--- src/rtl/mem_copy_pkg.sv ---
// Shared types and default widths for the on-chip memory copy/fill master.
package mem_copy_pkg;

  typedef enum logic [1:0] {
    IDLE  = 2'd0,
    READ  = 2'd1,
    WRITE = 2'd2,
    DONE  = 2'd3
  } state_e;

  localparam int DEF_ADDR_W = 14;
  localparam int DEF_DATA_W = 32;
  localparam int DEF_LEN_W  = 15;

  localparam logic MODE_FILL = 1'b1;
  localparam logic MODE_COPY = 1'b0;

endpackage

--- src/rtl/mem_copy_checksum.sv ---
// Running modulo-2^DATA_W sum of committed write data, cleared on command accept.
module mem_copy_checksum #(
  parameter int DATA_W = mem_copy_pkg::DEF_DATA_W
) (
  input  logic              clk,
  input  logic              reset_n,
  input  logic              clr,
  input  logic              en,
  input  logic [DATA_W-1:0] din,
  output logic [DATA_W-1:0] sum
);

  logic [DATA_W-1:0] sum_q, sum_d;

  always_comb begin
    sum_d = sum_q;
    if (clr) begin
      sum_d = '0;
    end else if (en) begin
      sum_d = sum_q + din;
    end
  end

  always_ff @(posedge clk) begin
    if (!reset_n) begin
      sum_q <= '0;
    end else begin
      sum_q <= sum_d;
    end
  end

  assign sum = sum_q;

endmodule

--- src/rtl/onchip_mem_copy_master.sv ---
// Avalon-MM block fill/copy master for a single-port on-chip RAM with 1-cycle read latency.
// Optional write-data checksum enabled by defining MEM_COPY_CHECKSUM_EN.
module onchip_mem_copy_master
  import mem_copy_pkg::*;
#(
  parameter int ADDR_W = DEF_ADDR_W,
  parameter int DATA_W = DEF_DATA_W,
  parameter int LEN_W  = DEF_LEN_W
) (
  input  logic                  clk,
  input  logic                  reset_n,
  input  logic                  cmd_valid,
  output logic                  cmd_ready,
  input  logic                  cmd_fill,
  input  logic [ADDR_W-1:0]     cmd_src,
  input  logic [ADDR_W-1:0]     cmd_dst,
  input  logic [LEN_W-1:0]      cmd_len,
  input  logic [DATA_W-1:0]     cmd_pattern,
  input  logic                  hold,
  output logic                  busy,
  output logic                  done,
  output logic [DATA_W-1:0]     checksum,
  output logic [ADDR_W-1:0]     mem_address,
  output logic [DATA_W/8-1:0]   mem_byteenable,
  output logic                  mem_chipselect,
  output logic                  mem_write,
  output logic [DATA_W-1:0]     mem_writedata,
  output logic                  mem_clken,
  input  logic [DATA_W-1:0]     mem_readdata
);

  localparam int BE_W = DATA_W / 8;

  state_e            state_q, state_d;
  logic [ADDR_W-1:0] src_q, src_d;
  logic [ADDR_W-1:0] dst_q, dst_d;
  logic [LEN_W-1:0]  len_q, len_d;
  logic [LEN_W-1:0]  idx_q, idx_d;
  logic              fill_q, fill_d;
  logic [DATA_W-1:0] pattern_q, pattern_d;

  logic              accept;
  logic              last_word;
  logic [ADDR_W-1:0] rd_addr;
  logic [ADDR_W-1:0] wr_addr;

  assign cmd_ready = (state_q == IDLE) && !hold;
  assign accept    = cmd_valid && cmd_ready;
  assign last_word = (idx_q == (len_q - LEN_W'(1)));
  // Address arithmetic wraps naturally at ADDR_W bits.
  assign rd_addr   = src_q + idx_q[ADDR_W-1:0];
  assign wr_addr   = dst_q + idx_q[ADDR_W-1:0];

  always_comb begin
    state_d   = state_q;
    src_d     = src_q;
    dst_d     = dst_q;
    len_d     = len_q;
    idx_d     = idx_q;
    fill_d    = fill_q;
    pattern_d = pattern_q;
    if (!hold) begin
      case (state_q)
        IDLE: begin
          if (accept) begin
            src_d     = cmd_src;
            dst_d     = cmd_dst;
            len_d     = cmd_len;
            fill_d    = cmd_fill;
            pattern_d = cmd_pattern;
            idx_d     = '0;
            if (cmd_len == '0) begin
              state_d = DONE;
            end else if (cmd_fill == MODE_FILL) begin
              state_d = WRITE;
            end else begin
              state_d = READ;
            end
          end
        end
        READ: begin
          state_d = WRITE;
        end
        WRITE: begin
          idx_d = idx_q + LEN_W'(1);
          if (last_word) begin
            state_d = DONE;
          end else if (fill_q == MODE_FILL) begin
            state_d = WRITE;
          end else begin
            state_d = READ;
          end
        end
        DONE: begin
          state_d = IDLE;
        end
        default: begin
          state_d = IDLE;
        end
      endcase
    end
  end

  // Bus outputs decode the frozen state, so hold keeps them stable for free.
  always_comb begin
    mem_chipselect = 1'b0;
    mem_write      = 1'b0;
    mem_address    = '0;
    mem_writedata  = '0;
    case (state_q)
      READ: begin
        mem_chipselect = 1'b1;
        mem_address    = rd_addr;
      end
      WRITE: begin
        mem_chipselect = 1'b1;
        mem_write      = 1'b1;
        mem_address    = wr_addr;
        mem_writedata  = (fill_q == MODE_FILL) ? pattern_q : mem_readdata;
      end
      default: begin
        mem_chipselect = 1'b0;
      end
    endcase
  end

  assign mem_byteenable = {BE_W{mem_chipselect}};
  assign mem_clken      = !hold;
  assign busy           = (state_q != IDLE);
  assign done           = (state_q == DONE);

  always_ff @(posedge clk) begin
    if (!reset_n) begin
      state_q <= IDLE;
      idx_q   <= '0;
    end else begin
      state_q <= state_d;
      idx_q   <= idx_d;
    end
  end

  // Command fields only matter once a command is accepted.
  always_ff @(posedge clk) begin
    src_q     <= src_d;
    dst_q     <= dst_d;
    len_q     <= len_d;
    fill_q    <= fill_d;
    pattern_q <= pattern_d;
  end

`ifdef MEM_COPY_CHECKSUM_EN
  logic commit;
  assign commit = (state_q == WRITE) && !hold;

  mem_copy_checksum #(
    .DATA_W (DATA_W)
  ) u_checksum (
    .clk     (clk),
    .reset_n (reset_n),
    .clr     (accept),
    .en      (commit),
    .din     (mem_writedata),
    .sum     (checksum)
  );
`else
  assign checksum = '0;
`endif

endmodule

--- config.mk ---
export PLATFORM = sky130hd
export DESIGN_NAME = onchip_mem_copy_master
export DESIGN_NICKNAME = d
export VERILOG_FILES = /design/src/rtl/mem_copy_pkg.sv /design/src/rtl/mem_copy_checksum.sv /design/src/rtl/onchip_mem_copy_master.sv
export SDC_FILE = /design/constraint.sdc
export NUM_CORES = 1
export LEC_CHECK = 0
export CAP_MARGIN = 40
export CORE_UTILIZATION = 40
export DETAILED_ROUTE_END_ITERATION = 6
export PLACE_DENSITY = 0.84
export SLEW_MARGIN = 5
export SYNTH_ARGS = -nofsm -noshare
export SYNTH_HDL_FRONTEND = slang
export SYNTH_SLANG_ARGS = --single-unit
--- constraint.sdc ---
create_clock -name clk -period 6.71 [get_ports clk]
set_input_delay 1.342 -clock clk [delete_from_list [all_inputs] [get_ports clk]]
set_output_delay 1.342 -clock clk [all_outputs]
set_load 0.03 [all_outputs]
==> impl_metrics.csv <==
group,metric,value,unit
logic_synthesis,yosysWarnings,0,
logic_synthesis,synthCells,501,
grt,grt_pass1_vias,4396,
layout,nNetsFinal,790,
power_and_ir_drop,power.density,192.3,mW/mm²
clocking,cts_htree_levels,3,
floorplan,io_pins,200,
logic_synthesis,ys_seq_elements,93,
logic_synthesis,synth_flop_cell,"edfxtp_1",
floorplan,coreArea,0.01335,mm²
floorplan,die_y,119.5,µm
clocking,cts_hold_buf,0,
floorplan,start_util,0.4139,
clocking,tritoncts,"done",
layout,fill_cells,1136,
routing,vias,4342,
routing,dr.pass1.iters,5,
routing,drc_errors,0,
placed_design,gp_congestion,0.9263,
routing,routed_wl,13.57,mm
logic_synthesis,synth.area.top_cells,"edfxtp_1, dfxtp_1, mux2i_1",
logic_synthesis,async_flop_share,0,
clocking,cts.sinks,93,
placed_design,portBuffers,167,
logic_synthesis,yosysTopAreaCell,"edfxtp_1",
setup_path,crit_chain,"inv_1 -> ha_2 -> mux2_2 -> ha_1 -> inv_1 -> fa_1 -> nor2b_1 -> o21a_1 -> o21ai_0 -> a2111o_1 -> a2111o_1 -> nand3_1 -> clkdlybuf4s50_1",
setup_path,crit_fanout,20,
routing,postRouteAntennaNets,0,
placed_design,dp_hpwl,10.07,mm
layout,multi_input_area,0.002584,mm²
setup_path,end_kind,"output port",
timing,tightest_slew,928.4,ps
timing,hold_violations,0,
grt,antenna_found_initial,0,
floorplan,num_rows,42,
layout,area_delta_synth_final,36.23,%
placed_design,dpl_worst_slack,1410,ps
grt,grt_max_degree,52,
clocking,post_cts_buffers,0,
grt,track_usage,0.1927,
power_and_ir_drop,peakVddDrop,0.1289,mV
routing,wl_per_cell,16.15,µm
logic_synthesis,synth_edf_count,76,
timing,finalCritPeriodShare,0.8474,
layout,diodes,0,
layout,drive_above_1_share,0.07530,
setup_path,r2r_cells,9,
hold_path,hold_depth,2,
clocking,clk_latency,340,ps
setup_path,cp-start-kind,"flop",
logic_synthesis,yosys.area.top_type_share,0.4130,
setup_path,slowest_delay,670,ps
layout,layout_common_cells,"clkdlybuf4s50_1, edfxtp_1, nor2_1",
routing,drtIter0Drc,187,
grt,grt_pass1_wl,21.53,mm
setup_path,cpMaxStageDelayCell,"clkdlybuf4s50_1",
logic_synthesis,seq_area_frac_synth,0.4746,
logic_synthesis,synthDistinctLibCells,58,
setup_path,arrival,4340,ps
floorplan,dieWidth,119.5,µm
layout,seqCellArea,0.002623,mm²
clocking,clk_pin_slew,60,ps
timing,setup_slack,1024,ps
routing,vias_per_cell,5.169,
timing,drv_slew,0,
grt,overflow,0,
status,status,"complete, no violations",
clocking,clock-root-buffer,"clkbuf_16",
logic_synthesis,syn_area_per_cell,11.03,µm²
power_and_ir_drop,leakagePower,2.720,nW
timing,skew,7.189,ps
clocking,ctsResizeCount,0,
timing,setup_viol,0,
hold_path,hold_path_class,"reg -> reg",
floorplan,dieArea,0.01429,mm²
timing,holdWs,580.0,ps
flow_run,cap_violations,0,
setup_path,cp.required,5370,ps
setup_path,path_class,"reg -> out",
timing,slew_headroom,0.3798,
timing,fmaxAchievable,175.9,MHz
layout,final_common_cell,"clkdlybuf4s50_1",
clocking,cts_buffers,9,
timing,post-route-min-period,5686,ps
clocking,cts_buffer_depth,2,
timing,fin_setup_tns,0,ps
timing,grt_setup_unrepaired,"false",
logic_synthesis,syn_area,0.005525,mm²
==> layer usage <==
metal,wire (µm),vias to the layer above,share of wire,GRT usage
met5,0,-,0,0
met3,737,13,0.054,0.03612
met4,223,0,0.016,0.07344
met1,5820,2087,0.43,0.2422
met2,6789,166,0.50,0.3277
li1,-,2076,-,-
==> cell type report <==
class,count,share of cell area
clock inverters,6,0.008145
well taps,176,0.02926
inverters,19,0.009475
flip-flops and latches,93,0.3484
repair buffers,172,0.2297
clock buffers,10,0.03175
multi-input cells,364,0.3433
==> critical path: cells and delay by family, from the launching register on <==
family | cells | cell delay (ps)
fa+ha+maj | 3 | 1050
simple gates | 2 | 310
mux | 1 | 250
buf+inv | 3 | 850
compound gates | 4 | 1190
flops | 1 | 340
==> cell families after synthesis <==
kind of cell	synth area share
simple gates	0.1635
flops	0.4746
buf+inv	0.07926
compound gates	0.09149
mux	0.09217
xor+xnor	0.05390
fa+ha+maj	0.04438
other cells	0.0006787
==> final timing paths <==
path              slack (ps)                      to                    start
setup reg to reg        3720  idx_q[11]$_SDFFE_PN0P_  state_q[0]$_SDFFE_PN0P_
hold reg to reg          580  idx_q[14]$_SDFFE_PN0P_   idx_q[14]$_SDFFE_PN0P_
setup / recovery        1020         mem_address[12]  state_q[0]$_SDFFE_PN0P_
hold / removal           580  idx_q[14]$_SDFFE_PN0P_   idx_q[14]$_SDFFE_PN0P_
==> Yosys cell counts, drive strengths merged, types with 2 or more instances <==
cell,instances
a2111o,2
a2111oi,2
a211oi,4
a21o,2
a21oi,11
a31oi,2
and2,3
and4,4
buf,43
clkbuf,13
dfxtp,17
edfxtp,76
ha,18
inv,19
mux2,15
mux2i,34
nand2,21
nand2b,2
nand3,8
nand3b,2
nand4,8
nand4b,2
nor2,38
nor2b,35
nor3,19
nor4,13
o211ai,2
o21a,13
o21ai,12
o41ai,2
or3,3
or3b,2
or4,4
xnor2,21
xor2,13
==> flip-flops by register name, indices dropped and copies added (netlist names) <==
register and cells:
fill_q 1, pattern_q 32, dst_q 14, idx_q 15
state_q 2, len_q 15, src_q 14
==> power breakdown <==
part           internal, mW  switching (mW)
sequential            0.654          0.0132
combinational         0.127           0.141
clock                 0.298           0.215
==> stage by stage <==
stage | util | instances | area (µm²) | power, mW
after global routing | 0.5639 | 840 | 7527 | 1.502
after global placement | 0.5394 | 823 | 7199 | 0.9364
after floorplan | - | 532 | 5642 | 0.8396
after CTS | 0.5639 | 840 | 7527 | 1.461
after detailed placement | 0.5414 | 824 | 7227 | 0.9455
final | 0.5639 | 840 | 7527 | 1.447
Power figures use the tool's default switching activity.
